===== src/rtl/mult_div_if.sv =====
// Handshake and operand/result bundle between the CPU control unit and the
// iterative multiply/divide unit.
interface mult_div_if #(
   parameter int WIDTH = 32
);
   logic             start_mult;
   logic             start_div;
   logic [WIDTH-1:0] a;
   logic [WIDTH-1:0] b;
   logic [WIDTH-1:0] hi_out;
   logic [WIDTH-1:0] lo_out;
   logic             busy;
   logic             done;
   logic             div_zero;

   modport master (
      output start_mult, start_div, a, b,
      input  hi_out, lo_out, busy, done, div_zero
   );

   modport slave (
      input  start_mult, start_div, a, b,
      output hi_out, lo_out, busy, done, div_zero
   );
endinterface


===== src/rtl/mult_div_unit.sv =====
// Iterative signed multiply/divide unit: magnitudes are processed one bit per
// cycle (shift-add / restoring division), then signs are fixed up in FINISH.
module mult_div_unit #(
   parameter int WIDTH = 32
) (
   input logic       clk,
   input logic       reset,
   mult_div_if.slave bus
);
   localparam int CNT_W = $clog2(WIDTH) + 1;

   typedef enum logic [1:0] {IDLE, MULT, DIV, FINISH} state_t;

   state_t             state;
   logic [CNT_W-1:0]   cnt;
   logic [2*WIDTH-1:0] acc;      // mult: {partial, multiplier}; div: {remainder, quotient}
   logic [WIDTH-1:0]   opnd;     // multiplicand or divisor magnitude
   logic               sign_a;
   logic               sign_b;
   logic               op_div;
   logic               dz;
   logic [WIDTH-1:0]   hi_q;
   logic [WIDTH-1:0]   lo_q;
   logic               busy_q;
   logic               done_q;
   logic               dz_q;

   logic [WIDTH:0]     mul_sum;
   logic [WIDTH:0]     div_shift;
   logic [WIDTH:0]     div_diff;
   logic [2*WIDTH-1:0] prod_fix;
   logic [WIDTH-1:0]   quo_fix;
   logic [WIDTH-1:0]   rem_fix;

   function automatic logic [WIDTH-1:0] mag(input logic signed [WIDTH-1:0] v);
      logic [WIDTH-1:0] u;
      u = v;
      return v[WIDTH-1] ? (~u + WIDTH'(1)) : u;
   endfunction

   function automatic logic [WIDTH-1:0] neg_w(input logic [WIDTH-1:0] v, input logic neg);
      return neg ? (~v + WIDTH'(1)) : v;
   endfunction

   function automatic logic [2*WIDTH-1:0] neg_w2(input logic [2*WIDTH-1:0] v, input logic neg);
      return neg ? (~v + (2*WIDTH)'(1)) : v;
   endfunction

   always_comb begin
      mul_sum   = {1'b0, acc[2*WIDTH-1:WIDTH]} + (acc[0] ? {1'b0, opnd} : '0);
      div_shift = acc[2*WIDTH-1:WIDTH-1];
      div_diff  = div_shift - {1'b0, opnd};
      prod_fix  = neg_w2(acc, sign_a ^ sign_b);
      quo_fix   = neg_w(acc[WIDTH-1:0], sign_a ^ sign_b);
      rem_fix   = neg_w(acc[2*WIDTH-1:WIDTH], sign_a);
   end

   always_ff @(posedge clk) begin
      if (reset) begin
         state  <= IDLE;
         cnt    <= '0;
         acc    <= '0;
         opnd   <= '0;
         sign_a <= 1'b0;
         sign_b <= 1'b0;
         op_div <= 1'b0;
         dz     <= 1'b0;
         hi_q   <= '0;
         lo_q   <= '0;
         busy_q <= 1'b0;
         done_q <= 1'b0;
         dz_q   <= 1'b0;
      end else begin
         done_q <= 1'b0;
         dz_q   <= 1'b0;
         case (state)
            IDLE: begin
               if (bus.start_mult || bus.start_div) begin
                  sign_a <= bus.a[WIDTH-1];
                  sign_b <= bus.b[WIDTH-1];
                  cnt    <= '0;
                  busy_q <= 1'b1;
                  op_div <= !bus.start_mult;
                  dz     <= !bus.start_mult && (bus.b == '0);
                  if (bus.start_mult) begin
                     acc   <= {{WIDTH{1'b0}}, mag(bus.b)};
                     opnd  <= mag(bus.a);
                     state <= MULT;
                  end else begin
                     acc   <= {{WIDTH{1'b0}}, mag(bus.a)};
                     opnd  <= mag(bus.b);
                     state <= (bus.b == '0) ? FINISH : DIV;
                  end
               end
            end
            // iteration stage: one multiplier bit per cycle
            MULT: begin
               acc <= {mul_sum, acc[WIDTH-1:1]};
               cnt <= cnt + CNT_W'(1);
               if (cnt == CNT_W'(WIDTH - 1)) state <= FINISH;
            end
            // iteration stage: one quotient bit per cycle, restore on negative trial
            DIV: begin
               if (!div_diff[WIDTH]) acc <= {div_diff[WIDTH-1:0], acc[WIDTH-2:0], 1'b1};
               else                  acc <= {div_shift[WIDTH-1:0], acc[WIDTH-2:0], 1'b0};
               cnt <= cnt + CNT_W'(1);
               if (cnt == CNT_W'(WIDTH - 1)) state <= FINISH;
            end
            // sign fix-up and result write; divide-by-zero leaves results untouched
            FINISH: begin
               busy_q <= 1'b0;
               done_q <= 1'b1;
               state  <= IDLE;
               if (dz) begin
                  dz_q <= 1'b1;
               end else if (op_div) begin
                  hi_q <= rem_fix;
                  lo_q <= quo_fix;
               end else begin
                  hi_q <= prod_fix[2*WIDTH-1:WIDTH];
                  lo_q <= prod_fix[WIDTH-1:0];
               end
            end
            default: state <= IDLE;
         endcase
      end
   end

   assign bus.hi_out   = hi_q;
   assign bus.lo_out   = lo_q;
   assign bus.busy     = busy_q;
   assign bus.done     = done_q;
   assign bus.div_zero = dz_q;
endmodule


===== src/flat_wrapper.sv =====
// flat-port wrapper written by rule: the top's interface ports become plain ports
module mult_div_unit_flat 
#(
   parameter int WIDTH = 32
)
  (clk, reset, bus_start_mult, bus_start_div, bus_a, bus_b, bus_hi_out, bus_lo_out, bus_busy, bus_done, bus_div_zero);
  mult_div_if #(.WIDTH(WIDTH)) bus_i ();
  input logic clk;
  input logic reset;
  input wire logic [$bits(bus_i.start_mult)-1:0] bus_start_mult;
  input wire logic [$bits(bus_i.start_div)-1:0] bus_start_div;
  input wire logic [$bits(bus_i.a)-1:0] bus_a;
  input wire logic [$bits(bus_i.b)-1:0] bus_b;
  output wire logic [$bits(bus_i.hi_out)-1:0] bus_hi_out;
  output wire logic [$bits(bus_i.lo_out)-1:0] bus_lo_out;
  output wire logic [$bits(bus_i.busy)-1:0] bus_busy;
  output wire logic [$bits(bus_i.done)-1:0] bus_done;
  output wire logic [$bits(bus_i.div_zero)-1:0] bus_div_zero;
  assign bus_i.start_mult = bus_start_mult;
  assign bus_i.start_div = bus_start_div;
  assign bus_i.a = bus_a;
  assign bus_i.b = bus_b;
  assign bus_hi_out = bus_i.hi_out;
  assign bus_lo_out = bus_i.lo_out;
  assign bus_busy = bus_i.busy;
  assign bus_done = bus_i.done;
  assign bus_div_zero = bus_i.div_zero;
  mult_div_unit #(.WIDTH(WIDTH)) u_core (.clk(clk), .reset(reset), .bus(bus_i));
endmodule

===== config.mk =====
export PLATFORM = sky130hd
export DESIGN_NAME = mult_div_unit_flat
export DESIGN_NICKNAME = d
export VERILOG_FILES = /design/src/rtl/mult_div_if.sv /design/src/rtl/mult_div_unit.sv /design/src/flat_wrapper.sv
export SDC_FILE = /design/constraint.sdc
export NUM_CORES = 1
export LEC_CHECK = 0
export ABC_AREA = 1
export CAP_MARGIN = 20
export CORE_MARGIN = 1
export CORE_UTILIZATION = 40
export CTS_BUF_LIST = sky130_fd_sc_hd__clkbuf_4 sky130_fd_sc_hd__clkbuf_8 sky130_fd_sc_hd__clkbuf_16
export DETAILED_ROUTE_END_ITERATION = 7
export SKIP_LAST_GASP = 1
export SLEW_MARGIN = 15
export SYNTH_ARGS = -nofsm -noshare
export SYNTH_HDL_FRONTEND = slang
export SYNTH_SLANG_ARGS = --single-unit

===== constraint.sdc =====
create_clock -name clk -period 6.1 [get_ports clk]
set_input_delay 1.525 -clock clk [delete_from_list [all_inputs] [get_ports clk]]
set_output_delay 1.525 -clock clk [all_outputs]
set_load 0.005 [all_outputs]

## Yosys cells after proc, flatten, opt, wreduce, memory -nomap -nowiden

Cells that the tools add are included.

| cells by class | value |
|---|---|
| add/subtract/negate cells | 8 |
| equality and inequality tests | 6 |
| bitwise operators | 8 |
| mux-type cells | 24 |
| reduce and logical (&&, ||, !) cells | 16 |

Operators by type and width:

| kind | number |
|---|---|
| 32-bit two-way mux | 9 |
| 64-bit two-way mux | 3 |
| 64-bit case mux with 3 select lines | 1 |
| 32-bit by 1-bit adder with 32-bit output, second input constant | 4 |
| 32-bit inverter | 4 |
| 64-bit by 1-bit adder with 64-bit output, second input constant | 1 |
| 64-bit inverter | 1 |
| 32-bit by 33-bit adder with 33-bit output | 1 |
| 33-bit by 32-bit subtractor with 33-bit output | 1 |
| 32-bit logical NOT | 1 |
| 6-bit case mux with 2 select lines | 1 |
| 2-bit AND reduction | 6 |
| 6-bit by 1-bit adder with 6-bit output, second input constant | 1 |
| 6-bit by 5-bit equality test with 1-bit output, second input constant | 1 |
| 2-bit two-way mux | 3 |
| 6-bit two-way mux | 1 |
| 2-bit case mux with 3 select lines | 1 |
| 2-bit equality test, second input constant | 2 |
| 1-bit two-way mux | 4 |
| 2-bit by 1-bit inequality test with 1-bit output, second input constant | 2 |
| 2-bit nonzero test | 2 |
| 2-bit OR reduction | 2 |
| 3-bit nonzero test | 1 |
| 2-bit by 1-bit equality test with 1-bit output, second input constant | 1 |
| other kinds (7) | 8 |

| storage, ports and cells | value |
|---|---|
| output and inout bits | 67 |
| logic and storage cells | 75 |
| input bits | 68 |
| register bits | 175 |

## Depth between registers and ports, before layout

Gate-level depths: netlist of run 1.

| logic depth | value |
|---|---|
| depth after elaboration | 6 |
| gate-level depth with buffers | 22 |
| mapped depth without buffers | 20 |

## Worst setup path after synthesis of run 1

No wires, ideal clock.

| path | value |
|---|---|
| path type | input-to-reg |
| from | input bus_a[1] |
| to | register u_core.opnd[22] |
| buffers on the path | 0 |
| slack | 3.059 ns |
| stages | 12 |
| setup time | 0.115 ns |
| data arrival time | 2.925 ns |
| data required time | 5.985 ns |
| cell sequence | inv_1 -> ha_1 -> nand3_1 -> nor2_1 -> nand3_1 -> nor2_1 -> nand2_1 -> o21ai_2 -> xor2_1 -> nor2_1 -> o21ai_0 -> inv_1 |

| on the way | value |
|---|---|
| word-level cells in the longest chain between the ends | 4 |

Ends and longest elaborated chain:

| item | line | text |
|---|---|---|
| start, declared | flat_wrapper.sv:12 | `input wire logic [$bits(bus_i.a)-1:0] bus_a;` |
| 32-bit inverter | mult_div_unit.sv:38 | `return v[WIDTH-1] ? (~u + WIDTH'(1)) : u;` |
| 32-bit by 1-bit adder with 32-bit output | mult_div_unit.sv:38 |  |
| 32-bit two-way mux | mult_div_unit.sv:38 |  |
| 32-bit two-way mux | mult_div_unit.sv:85 | `if (bus.start_mult) begin` |
| end signal, assigned | mult_div_unit.sv:87 | `opnd <= mag(bus.a);` |
| end signal, assigned | mult_div_unit.sv:91 | `opnd <= mag(bus.b);` |
| end, declared | mult_div_unit.sv:17 | `logic [WIDTH-1:0] opnd;` |

Every way passes these cells.
A chain may end at the register's enable or synchronous reset.

## Final worst setup path of run 1

| path | value |
|---|---|
| from | input bus_start_mult |
| to | register u_core.cnt[5] |

| on the way | value |
|---|---|
| word-level cells in the longest chain between the ends | 3 |

Ends and longest elaborated chain:

| item | line | text |
|---|---|---|
| start, declared | flat_wrapper.sv:10 | `input wire logic [$bits(bus_i.start_mult)-1:0] bus_start_mult;` |
| 1-bit logical OR | mult_div_unit.sv:78 | `if (bus.start_mult \|\| bus.start_div) begin` |
| 2-bit by 1-bit inequality test with 1-bit output (no line) | -- |  |
| 2-bit AND reduction (no line) | -- |  |
| end signal, assigned | mult_div_unit.sv:99 | `cnt <= cnt + CNT_W'(1);` |
| end signal, assigned | mult_div_unit.sv:106 | `cnt <= cnt + CNT_W'(1);` |
| end, declared | mult_div_unit.sv:15 | `logic [CNT_W-1:0] cnt;` |

Every way passes these cells.

==> flow_summary.toml, run 1 <==
[global_routing]
grt_overflow_total = 0
grt_util_all_layers_pct = 34.1
grt_pass1_wl_um = 113000
antenna_found_initial = 0
grt_max_degree = 109
grt_pass1_vias = 18756

[clock_network]
root_buffer = "clkbuf_16"
clk_pin_slew_ns = 0.08
htreeDepth = 4
insertion_delay_ns = 0.49
cts_hold_buf = 0
post_cts_buffers = 0
cts_max_path_buffers = 2
clock-sinks = 175
ctsResizeCount = 0
numCtsBuffers = 17
cts_tree = "done"

[worst_setup_path]
end_kind = "flip-flop"
path_buf_inv = 4
crit_family = "buffers and inverters"
critical_path_class = "input pin to flip-flop"
crit_arrival_ns = 4.71
critical-path-slowest-cell = "clkdlybuf4s50_1"
startpoint_type = "input pin"
required_ns = 6.47
cp_slowest_stage_delay_ns = 1.03
cp_common_cell = "inv_1"
crit_path_cell_trace = "clkdlybuf4s50_1 > inv_1 > a21oi_2 > buf_4 > inv_1 > o21ai_0 > nor3_1"
path_max_fanout = 29

[power]
irDropWorstVdd_mv = 0.250
p_leak_uw = 0.00974
p_per_area_mw_per_mm2 = 366

[finish]
stdcell_count = 3674
final_cell_mix = "nand2_1 (902), inv_1 (425), nor2_1 (306)"
drive_gt1_share_pct = 4.52
final_common_cell = "nand2_1"
utilization_pct = 46.6
stdcell_area_mm2 = 0.0197
fill_cells = 4663
synthToLayoutAreaGrowth_pct = 13.9
diodes = 0
layout.nets = 3228

[floorplan]
num_rows = 75
die_area_mm2 = 0.0441
io_pins = 135
start_util_pct = 40.9
die_w_um = 210
coreArea_mm2 = 0.0423
die_y_um = 210

[place]
portBuffers = 134
routabilityCongestion = 1.04
post_dp_cell_area_mm2 = 0.0191
dp.cells = 3642
dpl.hpwl_um = 61200

[yosys]
synth-compound-area-share_pct = 17.9
yosys.area_share.simple_pct = 38.9
synth.area.mux_share_pct = 0
synth.distinct_cells = 51
yosys_warnings = 0
synth_top_family_by_area = "simple AND/OR/NAND/NOR gates"
synth_fa_ha_area_share_pct = 5.58
yosys_most_used_dff = "dfxtp_1"
yosysSeqAreaShare_pct = 20.3
synth-xor-area-share_pct = 4.91
synthesis.area_mm2 = 0.0173
syn_inst = 3023
synth_edf_count = 0
syn_nets = 3167
async_reset_ff_share_pct = 0
ys_ff_latch = 175
avgSynthCellArea_um2 = 5.72

[timing]
relSlewSlack_pct = 30.5
fin_crit_ns = 4.34
fin_crit_sh_pct = 71.1
tns_ns = 0
finalHoldViolations = 0
slew_violations = 0
rsz0062_at_grt = "no"
whs_ns = 0.495
fmax_mhz = 230
skew_ns = 0.0122
setup_viol = 0
worstMarginPinSlew_ns = 1.03

[detailed_routing]
wl_per_cell_um = 20.5
drt_first_pass_iters = 6
drt_iter0_drc = 2009
routed-via-count = 20108
drt_wl_total_um = 75200
drt.antenna.violating_nets = 0
viasPerCell = 5.47
drc = 0

[hold_path]
holdCritPathClass = "flip-flop to flip-flop"

[run_status]
status = "finished, final reports clean"

[flow_run]
drv_cap = 0
[final timing paths]
| path | slack (ns) | cells after the start | end | start |
|---|---|---|---|---|
| worst min-delay path | 0.49 | 2 | u_core.cnt[2] | u_core.cnt[2] |
| worst max register to register | 2.40 | 19 | u_core.acc[50] | u_core.acc[31] |
| worst max-delay path | 1.76 | 7 | u_core.cnt[5] | bus_start_mult |
| worst min register to register | 0.49 | 2 | u_core.cnt[2] | u_core.cnt[2] |
[cell families (layout without fill, tap and decap cells)]
group                      count (synthesis)  count (layout)
buffers and inverters                    553             627
and+or+nand+nor                         1600            1600
DFF                                      175             175
xor gates and xnor gates                  97              97
AOI/OAI and AO/OA                        522             522
adders and majority gates                 76              76
[synth_stat cells (28+ instances only)]
cell	instances	area share (%)
xor2_1	76	3.8
inv_1	427	9.3
o21ai_0	143	4.1
nand2_1	902	20
a21oi_1	180	5.2
clkbuf_1	68	1.5
nor3_1	31	0.90
ha_1	74	5.4
a22oi_1	30	1.3
dfxtp_1	175	20
a21oi_2	28	1.4
o22ai_1	36	1.3
nor2_1	308	6.7
nand3_1	249	7.2
[worst reg2reg max path, delay by kind of cell (launching register included)]
family          cells  cell delay (ns)
simple gates       14             1.80
compound gates      1             0.05
buf+inv             2             0.56
fa+ha+maj           2             0.63
flops               1             0.52
[where the power goes]
group          internal (uW)  switching [uW]
Clock                    607             616
Sequential              1400             280
Combinational           1330            2990
Total                   3330            3880
[stage by stage]
step,setup slack (ns),power (uW)
finish,1.76,7220
floorplan,3.06,4490
global route,1.59,7740
CTS,1.88,7150
detailed placement,1.33,5910
global placement,1.46,5890
[state kept, by name, indices dropped and copies added (netlist names), 2 cells and up]
name,flops
u_core.acc,64
u_core.bus.hi_out,32
u_core.bus.lo_out,32
u_core.cnt,6
u_core.opnd,32
u_core.state,2
[layout make-up]
type	count	area (um^2)	share of cell area [%]
Clock buffer	17	425	2.16
Clock inverter	15	230	1.17
Inverter	441	1660	8.41
Multi-Input combinational cell	2295	11700	59.2
Sequential cell	175	3500	17.8
Tap cell	577	722	3.66
Timing Repair Buffer	154	1500	7.62
[metal layers]
metal	GRT usage (%)	vias to the layer above	part of all wire [%]
li1	-	9884	-
met1	46.4	9239	45
met2	54.3	835	44
met3	3.35	150	6.0
met4	16.2	0	4.8
met5	0	-	0
Note: power is estimated with default switching activity, not from simulation.
==> run 2, diff against run 1 <==
==> constraint.sdc (replaced) <==
create_clock -name clk -period 3.7 [get_ports clk]
set_input_delay 0.925 -clock clk [delete_from_list [all_inputs] [get_ports clk]]
set_output_delay 0.925 -clock clk [all_outputs]
set_load 0.005 [all_outputs]
==> run 2 against run 1 <==
- critical path depth rose by 4
- count of clock-buffer cells in the layout grew 1
- non-clock buffer count is 43 higher
- sequential power increased by 63%
- largest cell class unchanged
- highest routed layer unchanged
==> flow_summary.toml, run 2 (synthesis results as in run 1) <==
[place]
dp_slack_ns = 0.107
routabilityCongestion = 1.03
dp.cells = 3685
post_dp_cell_area_mm2 = 0.0194
portBuffers = 134
dpl.hpwl_um = 62200

[floorplan]
num_rows = 75
die_w_um = 210
coreArea_mm2 = 0.0423
io_pins = 135
die_y_um = 210
die_area_mm2 = 0.0441
start_util_pct = 40.9

[clock_network]
cts_max_path_buffers = 2
ctsResizeCount = 0
insertion_delay_ns = 0.50
numCtsBuffers = 17
cts_hold_buf = 0
root_buffer = "clkbuf_16"
cts_tree = "done"
clock-sinks = 175
clk_pin_slew_ns = 0.08
htreeDepth = 4
post_cts_buffers = 0

[finish]
stdcell_area_mm2 = 0.0200
final_cell_mix = "nand2_1 (902), inv_1 (425), nor2_1 (306)"
final_common_cell = "nand2_1"
stdcell_count = 3716
layout.nets = 3271
top_register = "u_core.acc"
diodes = 0
drive_gt1_share_pct = 5.80
synthToLayoutAreaGrowth_pct = 15.9
largest_register_ffs = 64

[power]
p_sw_uw = 6520
power_switching_share_pct = 53.8
p_leak_uw = 0.00996
clockPowerShare_pct = 16.1
p_seq_share_pct = 22.6
p_per_area_mw_per_mm2 = 604
internal_power_uw = 5600
p_comb_share_pct = 61.3
irDropWorstVdd_mv = 0.421

[flow_run]
drv_cap = 0

[timing]
rsz0062_at_grt = "no"
relSlewSlack_pct = 54.0
whs_ns = 0.489
setup_slack_ns = 0.510
fin_crit_sh_pct = 86.2
fin_crit_ns = 3.19
worstMarginPinSlew_ns = 0.689
finalHoldViolations = 0
fmax_mhz = 313
slew_violations = 0
tns_ns = 0
setup_viol = 0
skew_ns = 0.0160

[detailed_routing]
drt_iter0_drc = 2034
routed-via-count = 20296
drt.antenna.violating_nets = 0
drc = 0
viasPerCell = 5.46
drt_first_pass_iters = 6
wl_per_cell_um = 20.5
drt_wl_total_um = 76300

[run_status]
status = "finished, final reports clean"

[worst_setup_path]
end_kind = "flip-flop"
path_max_fanout = 4
critical_path_class = "input pin to flip-flop"
crit_arrival_ns = 3.55
startpoint_type = "input pin"
required_ns = 4.05

[global_routing]
antenna_found_initial = 0
grt_pass1_wl_um = 115000
grt_pass1_vias = 19066
grt_overflow_total = 0
grt_max_degree = 90
grt_util_all_layers_pct = 34.7

[hold_path]
holdCritPathClass = "flip-flop to flip-flop"
==> run 2: changes by cell type in the layout (fill, tap and decap cells not counted), sizes merged <==
cell | previous run | this run
clkbuf | 17 | 18
clkinv | 12 | 8
buf | 21 | 64
inv | 443 | 445
==> run 2: metrics by stage <==
stage	total power (uW)	utilization, %
after floorplan	7400	-
after global placement	10000	45.9
after detailed placement	10000	45.9
after CTS	12000	47.4
after global routing	12900	47.4
final	12100	47.4
==> run 2: layout make-up <==
class / count / area (um^2)
Fill cell: 4600 / 22300
Multi-Input combinational cell: 2295 / 11700
Sequential cell: 175 / 3500
Timing Repair Buffer: 197 / 1890
Inverter: 441 / 1660
Tap cell: 577 / 722
Clock buffer: 18 / 439
Clock inverter: 13 / 165
==> run 2: path summary, 6_finish.rpt <==
kind	depth (start not counted)	end	slack [ns]	startpoint
worst max register to register	14	u_core.bus.hi_out[2]	0.65	u_core.acc[0]
worst min register to register	2	u_core.cnt[1]	0.49	u_core.cnt[1]
worst min-delay path	2	u_core.cnt[1]	0.49	u_core.cnt[1]
worst max-delay path	11	u_core.acc[24]	0.51	bus_b[0]
==> run 2: power groups by stage <==
stage	Sequential, uW	Combinational (uW)	Clock [uW]
global placement	2770	7230	0
floorplan	2610	4790	0
CTS	2730	7280	1980
finish	2740	7430	1950
detailed placement	2770	7250	0
global route	2780	8130	2040
==> run 2: layer usage <==
layer,GRT usage (%),up-vias,part of all wire (%)
met5,0,-,0
met4,16.7,0,4.6
met3,3.92,128,6.4
met2,54.9,845,44
met1,47.1,9354,45
li1,-,9969,-
==> run 2: worst max-delay path: stages <==
cell and delay, ns:
clkdlybuf4s50_1 0.44, inv_1 0.14, ha_1 0.24, nand3_1 0.14
nor2_1 0.37, nand3_1 0.17, xor2_1 0.17, nand2_1 0.06
o21ai_0 0.17, o211ai_1 0.57, a21oi_1 0.13
